===== src/rtl/inv_add_round_key_stage.sv =====
// AES-128 decryption AddRoundKey stage: local round-key file plus a round
// counter stepping 10 -> 0; each accepted state beat is XORed with key[round].
module inv_add_round_key_stage #(
  parameter int TEXT_WIDTH = 128,
  parameter int NUM_ROUNDS = 10,
  parameter int ROUND_W    = 4
) (
  input  logic                  clk_i,
  input  logic                  rst_i,
  input  logic                  key_we_i,
  input  logic [ROUND_W-1:0]    key_addr_i,
  input  logic [TEXT_WIDTH-1:0] key_data_i,
  input  logic                  start_i,
  input  logic                  valid_i,
  input  logic [TEXT_WIDTH-1:0] cyphertext_temp_i,
  output logic [TEXT_WIDTH-1:0] cyphertext_temp_o,
  output logic                  valid_o,
  output logic [ROUND_W-1:0]    round_o,
  output logic                  last_round_o,
  output logic                  busy_o,
  output logic                  done_o
);

  localparam logic [ROUND_W-1:0] LAST_ROUND = ROUND_W'(NUM_ROUNDS);

  typedef enum logic [1:0] {IDLE, RUN, DONE} state_t;

  state_t                state;
  logic [ROUND_W-1:0]    round;
  logic [TEXT_WIDTH-1:0] key_file [0:NUM_ROUNDS];

  // Keys are frozen while a block is in flight so every round sees one key set.
  always_ff @(posedge clk_i or posedge rst_i) begin
    if (rst_i) begin
      for (int i = 0; i <= NUM_ROUNDS; i++) key_file[i] <= '0;
    end else if (key_we_i && (key_addr_i <= LAST_ROUND) && (state != RUN)) begin
      key_file[key_addr_i] <= key_data_i;
    end
  end

  always_ff @(posedge clk_i or posedge rst_i) begin
    if (rst_i) begin
      state             <= IDLE;
      round             <= LAST_ROUND;
      cyphertext_temp_o <= '0;
      valid_o           <= 1'b0;
      round_o           <= '0;
      last_round_o      <= 1'b0;
      busy_o            <= 1'b0;
      done_o            <= 1'b0;
    end else begin
      valid_o      <= 1'b0;
      last_round_o <= 1'b0;
      done_o       <= 1'b0;
      case (state)
        IDLE: begin
          if (start_i) begin
            round  <= LAST_ROUND;
            state  <= RUN;
            busy_o <= 1'b1;
          end
        end
        RUN: begin
          if (valid_i) begin
            cyphertext_temp_o <= cyphertext_temp_i ^ key_file[round];
            round_o           <= round;
            valid_o           <= 1'b1;
            last_round_o      <= (round == '0);
            if (round == '0) begin
              state  <= DONE;
              busy_o <= 1'b0;
            end else begin
              round <= round - 1'b1;
            end
          end
        end
        DONE: begin
          done_o <= 1'b1;
          round  <= LAST_ROUND;
          state  <= IDLE;
        end
        default: begin
          state  <= IDLE;
          busy_o <= 1'b0;
        end
      endcase
    end
  end

endmodule

===== config.mk =====
export PLATFORM = sky130hd
export DESIGN_NAME = inv_add_round_key_stage
export DESIGN_NICKNAME = d
export VERILOG_FILES = /design/src/rtl/inv_add_round_key_stage.sv
export SDC_FILE = /design/constraint.sdc
export NUM_CORES = 2
export LEC_CHECK = 0
export CAP_MARGIN = 30
export CORE_UTILIZATION = 55
export CTS_CLUSTER_DIAMETER = 200
export DETAILED_ROUTE_END_ITERATION = 7
export PLACE_DENSITY = 0.84
export SLEW_MARGIN = 40
export SYNTH_ARGS = -nofsm -noshare
export SYNTH_HDL_FRONTEND = slang
export SYNTH_SLANG_ARGS = --single-unit

===== constraint.sdc =====
create_clock -name clk_i -period 79.6 [get_ports clk_i]
set_clock_uncertainty 0.05 [all_clocks]
set_input_delay 11.94 -clock clk_i [delete_from_list [all_inputs] [get_ports clk_i]]
set_output_delay 11.94 -clock clk_i [all_outputs]
set_load 0.02 [all_outputs]

Word level (Yosys, flattened, before mapping)
Cells that the tools add are included.
{"block": "word_totals", "reg_bits": 1550, "out_inout_bits": 136, "elab_cells": 68}
{"block": "op_classes", "n_addsub": 1, "magnitude_cmp": 4, "eq_ne": 7, "n_mux": 23, "n_bitwise": 4, "n_reduce_logical": 10}
{"cell": "1408-bit bitwise mux", "count": 1}
{"cell": "128-bit binary-select mux with 4-bit select", "count": 1}
{"cell": "128-bit demux with 4-bit select", "count": 1}
{"cell": "128-bit two-way mux", "count": 3}
{"cell": "128-bit XOR", "count": 1}
{"cell": "4-bit two-way mux", "count": 3}
{"cell": "4-bit case mux with 3 select lines", "count": 1}
{"cell": "5-bit >= comparator (second input constant)", "count": 2}
{"cell": "4-bit NOT with 5-bit output", "count": 2}
{"cell": "1-bit two-way mux", "count": 8}
{"cell": "2-bit inequality test (second input constant)", "count": 4}
{"cell": "4-bit AND reduction", "count": 2}
{"cell": "2-bit two-way mux", "count": 3}
{"cell": "5-bit by 1-bit less-than comparator with 1-bit output (second input constant)", "count": 1}
{"cell": "4-bit less-or-equal comparator (second input constant)", "count": 1}
{"cell": "4-bit logical NOT", "count": 1}
{"cell": "2-bit case mux with 2 select lines", "count": 1}
{"cell": "4-bit by 1-bit subtractor with 4-bit output (second input constant)", "count": 1}
{"cell": "1-bit logical AND", "count": 3}
{"cell": "1-bit case mux with 3 select lines", "count": 1}
{"cell": "3-bit AND reduction", "count": 1}
{"cell": "3-bit nonzero test", "count": 1}
{"cell": "2-bit by 1-bit == test with 1-bit output (second input constant)", "count": 1}
{"cell": "2-bit == test (second input constant)", "count": 1}
{"cell": "other kinds (4)", "count": 4}

Longest topological paths before layout
{"block": "depth", "word_depth": 6, "depth_mapped": 9, "depth_no_buf": 6}

Worst setup path before layout
No wires, ideal clock.
{"block": "synth_path", "path_type": "input to register", "from": "in key_addr_i[2]", "to": "reg key_file[1000] (netlist bit)", "setup_ns": 0.125, "arrival_ns": 13.110, "t_required_ns": 79.425, "setup_slack_ns": 66.316, "path_stages": 5, "cell_sequence": "nor4b_4 > and3_1 > buf_4 > buf_6 > mux2_2"}
{"block": "synth_via", "elab_chain_len": 6, "word_cells_on_any_way": 10, "cone_classes": "order compare: 3; mux: 3; bitwise: 1; reduce/logical: 3"}
{"element": "start, declared", "line_no": "11", "text": "input logic [ROUND_W-1:0] key_addr_i,"}
{"element": "4-bit NOT with 5-bit output (not written as such)", "line_no": "37", "text": "key_file[key_addr_i] <= key_data_i;"}
{"element": "5-bit >= comparator (not written as such) or 5-bit by 1-bit less-than comparator with 1-bit output (tied branches)", "line_no": "37"}
{"element": "1-bit logical AND (not written as such)", "line_no": "37"}
{"element": "128-bit two-way mux (not written as such)", "line_no": "37"}
{"element": "128-bit demux with 4-bit select", "line_no": "37"}
{"element": "1408-bit bitwise mux", "line_no": "37"}
{"element": "end signal, assigned by index", "line_no": "37"}
{"element": "end, declared", "line_no": "30", "text": "logic [TEXT_WIDTH-1:0] key_file [0:NUM_ROUNDS];"}
Parallel ways exist; a longest one is shown, timed or not.
A chain may end at the register's enable or synchronous reset.

==> results.cfg <==
[outcome]
outcome = finished clean

[sta]
worst_pin_slew_ps = 1130
finalMaxSlewViolations = 0
rsz0062_at_grt = no
finalWorstPathRequiredPeriod_ps = 14660
fin_crit_sh_pct = 18.4
fmax_ghz = 0.0682
setup-violations-final = 0
finalHoldViolations = 0
hold_ws_ps = 425
final.setup.tns_ps = 0
relSlewSlack_pct = 24.7

[detailed_routing]
vias = 44000
drt_wl_total_mm = 178
ant_nets = 0
viasPerCell = 6.30
drc = 0
first_iter_violations = 3730
post_drt_wl_per_cell_microns = 25.5
dr.pass1.iters = 5

[critical_path]
endpoint_kind = asynchronous set/reset pin
crit_fanout = 125
critPathArrivalTime_ps = 15460
worst_setup_path_start_kind = input port
r2r_start = round[1]
required_ps = 80400
startpoint = rst_i
crit_type = input port to asynchronous set/reset pin

[run]
maxCapViolCount = 0

[pwr]
p_clk_share_pct = 25.7
internal_power_w = 0.00195
switching_share_pct = 31.8
p_sw_w = 0.000910
ir_worst_vdd_v = 0.0000260
pwr-share-seq_pct = 43.9
powerDensity_mw_per_mm2 = 35.8
power_w = 0.00286
leakage_nw = 38.6
comb_power_share_pct = 30.4

[clock_tree]
cts_resized = 0
insertion_delay_ps = 810
max-clock-path-buffers = 3
cts_hold_buf = 0
clk_pin_slew_worst_paths_ps = 60
cts_setup_buffers = 0
cts_inserted_buffers = 160
root_buffer = clkbuf_16
htree_levels = 4
cts_tree = built
cts_sinks = 1550

[place]
dp_hpwl_mm = 99.1
io_buffer_count = 400
gp_congestion = 0.771

[synthesis]
synth_cell_types = 39
seq_area_frac_synth_pct = 55.3
syn_area_per_cell_sq_um = 13.9
synth_seq_cells = 1550
syn-cell-area_sq_mm = 0.0701
synth_nets = 5299
synth_warnings = 0
netlist_instances = 5033

[floorplanning]
core_sq_mm = 0.126
num_rows = 130
start_util_pct = 55.6
die_w_microns = 359
die_area_sq_mm = 0.129
io-pin-count = 401
die_y_microns = 359

[cells_and_area]
final_cell_mix = dfrtp_1, mux2_2, mux2i_1
areaGrowthSynthToFinish_pct = 14.1
fillers = 9027
fin_nets = 5460
final_common_cell = dfrtp_1
drive_gt1_share_pct = 32.6

[global_route]
grt.overflow.total = 0
grt_pass1_wl_mm = 276
grt_pass1_vias = 46200
track_usage_pct = 27.6
antenna_found_initial = 27
grt_max_degree = 126

[hold_path]
hold_class = flip-flop to flip-flop
worstHoldStart = cyphertext_temp_o[15]
-- metrics by stage --
stage | worst slack (ps) | std cells | utilization [%] | cell area (sq um)
after global routing | 64510 | 6977 | 63.5 | 80000
final | 64940 | 6982 | 63.5 | 80000
after detailed placement | 64040 | 6679 | 59.3 | 74700
after floorplan | 23880 | 5033 | - | 70100
after global placement | 63510 | 6672 | 59.0 | 74400
after CTS | 64890 | 6962 | 63.4 | 79900
-- sequential cells by signal, summed over array words and instances, names as in the netlist --
register / flops
last_round_o: 1
state: 2
round_o: 4
round: 4
busy_o: 1
key_file: 1408
done_o: 1
cyphertext_temp_o: 128
valid_o: 1
-- path summary, 6_finish.rpt --
kind | endpoint | slack, ps | cells after the start
setup reg to reg | cyphertext_temp_o[18] | 75940 | 7
setup / recovery | cyphertext_temp_o[26] | 64940 | 6
max in group clk_i | key_file[735] | 65090 | 5
min in group asynchronous | key_file[100] | 11630 | 2
hold / removal | cyphertext_temp_o[15] | 430 | 2
hold reg to reg | cyphertext_temp_o[15] | 430 | 2
-- per-layer routing --
layer | part of all wire (%) | routed length (microns) | vias to the layer above | global-route usage, %
li1 | - | - | 19100 | -
met1 | 43 | 76700 | 23200 | 38.2
met5 | 0.081 | 144 | - | 0
met3 | 6.8 | 12100 | 330 | 5.60
met2 | 47 | 84400 | 1371 | 43.7
met4 | 2.7 | 4820 | 24 | 9.37
-- cells in the mapped netlist --
library cell,n,area (sq um)
o31a_1,128,1120
o31ai_2,20,250
ha_1,1,12.5
buf_4,82,616
o21ai_0,3,15.0
dfstp_2,2,52.6
nor3_1,2,10.0
dfrtp_1,1548,38700
clkbuf_1,166,623
nand3b_1,1,7.51
mux2i_1,640,6410
nand2b_1,3,18.8
nor2b_4,1,13.8
mux2_1,28,315
a41oi_1,1,8.76
o2bb2ai_1,128,1120
a21oi_1,3,15.0
o21ai_1,1,5.00
a311oi_1,1,8.76
inv_1,6,22.5
a31oi_1,3,18.8
and3_1,4,25.0
and4bb_2,2,25.0
a31o_1,1,8.76
buf_2,199,996
or3_1,1,6.26
nor2_1,3,11.3
nor4_1,128,801
buf_6,23,259
nand2_1,149,559
nor2b_1,2,12.5
or3b_1,3,26.3
nor4bb_2,1,16.3
nand3_1,2,10.0
nor3b_1,1,7.51
o22ai_1,257,1610
mux2_2,1380,15500
nor4b_4,1,23.8
o31ai_1,108,811
-- power by group through the flow --
stage / registers [W] / logic, W / clock network [W]
after CTS: 0.00125 / 0.000867 / 0.000749
after detailed placement: 0.00126 / 0.000858 / 0
final: 0.00126 / 0.000869 / 0.000737
after global placement: 0.00125 / 0.000818 / 0
after floorplan: 0.00126 / 0.000609 / 0
after global routing: 0.00129 / 0.000927 / 0.000780
-- final cells by class --
cell class	count	area (sq um)	share of cell area (%)
Clock buffer	246	4780	5.97
Clock inverter	37	432	0.539
Tap cell	1650	2060	2.58
Timing Repair Buffer	469	4920	6.15
Inverter	6	35.0	0.0438
Multi-Input combinational cell	3007	29000	36.2
Sequential cell	1550	38800	48.5
Antenna cell	17	42.5	0.0531
-- critical path, stage by stage --
cell and delay [ps]:
clkdlybuf4s50_1 550, inv_12 450, buf_12 470, buf_16 420, buf_6 600, clkbuf_8 700
-- cell families after synthesis --
logic type | count (synthesis) | share of synthesized area [%]
AO/OA/AOI/OAI | 654 | 7.12
adder cells (fa/ha/maj) | 1 | 0.0178
buffers and inverters | 476 | 3.59
flip-flops | 1550 | 55.3
multiplexers | 2048 | 31.7
AND/OR/NAND/NOR | 304 | 2.24
No activity file was read; power rests on OpenSTA's default activity.
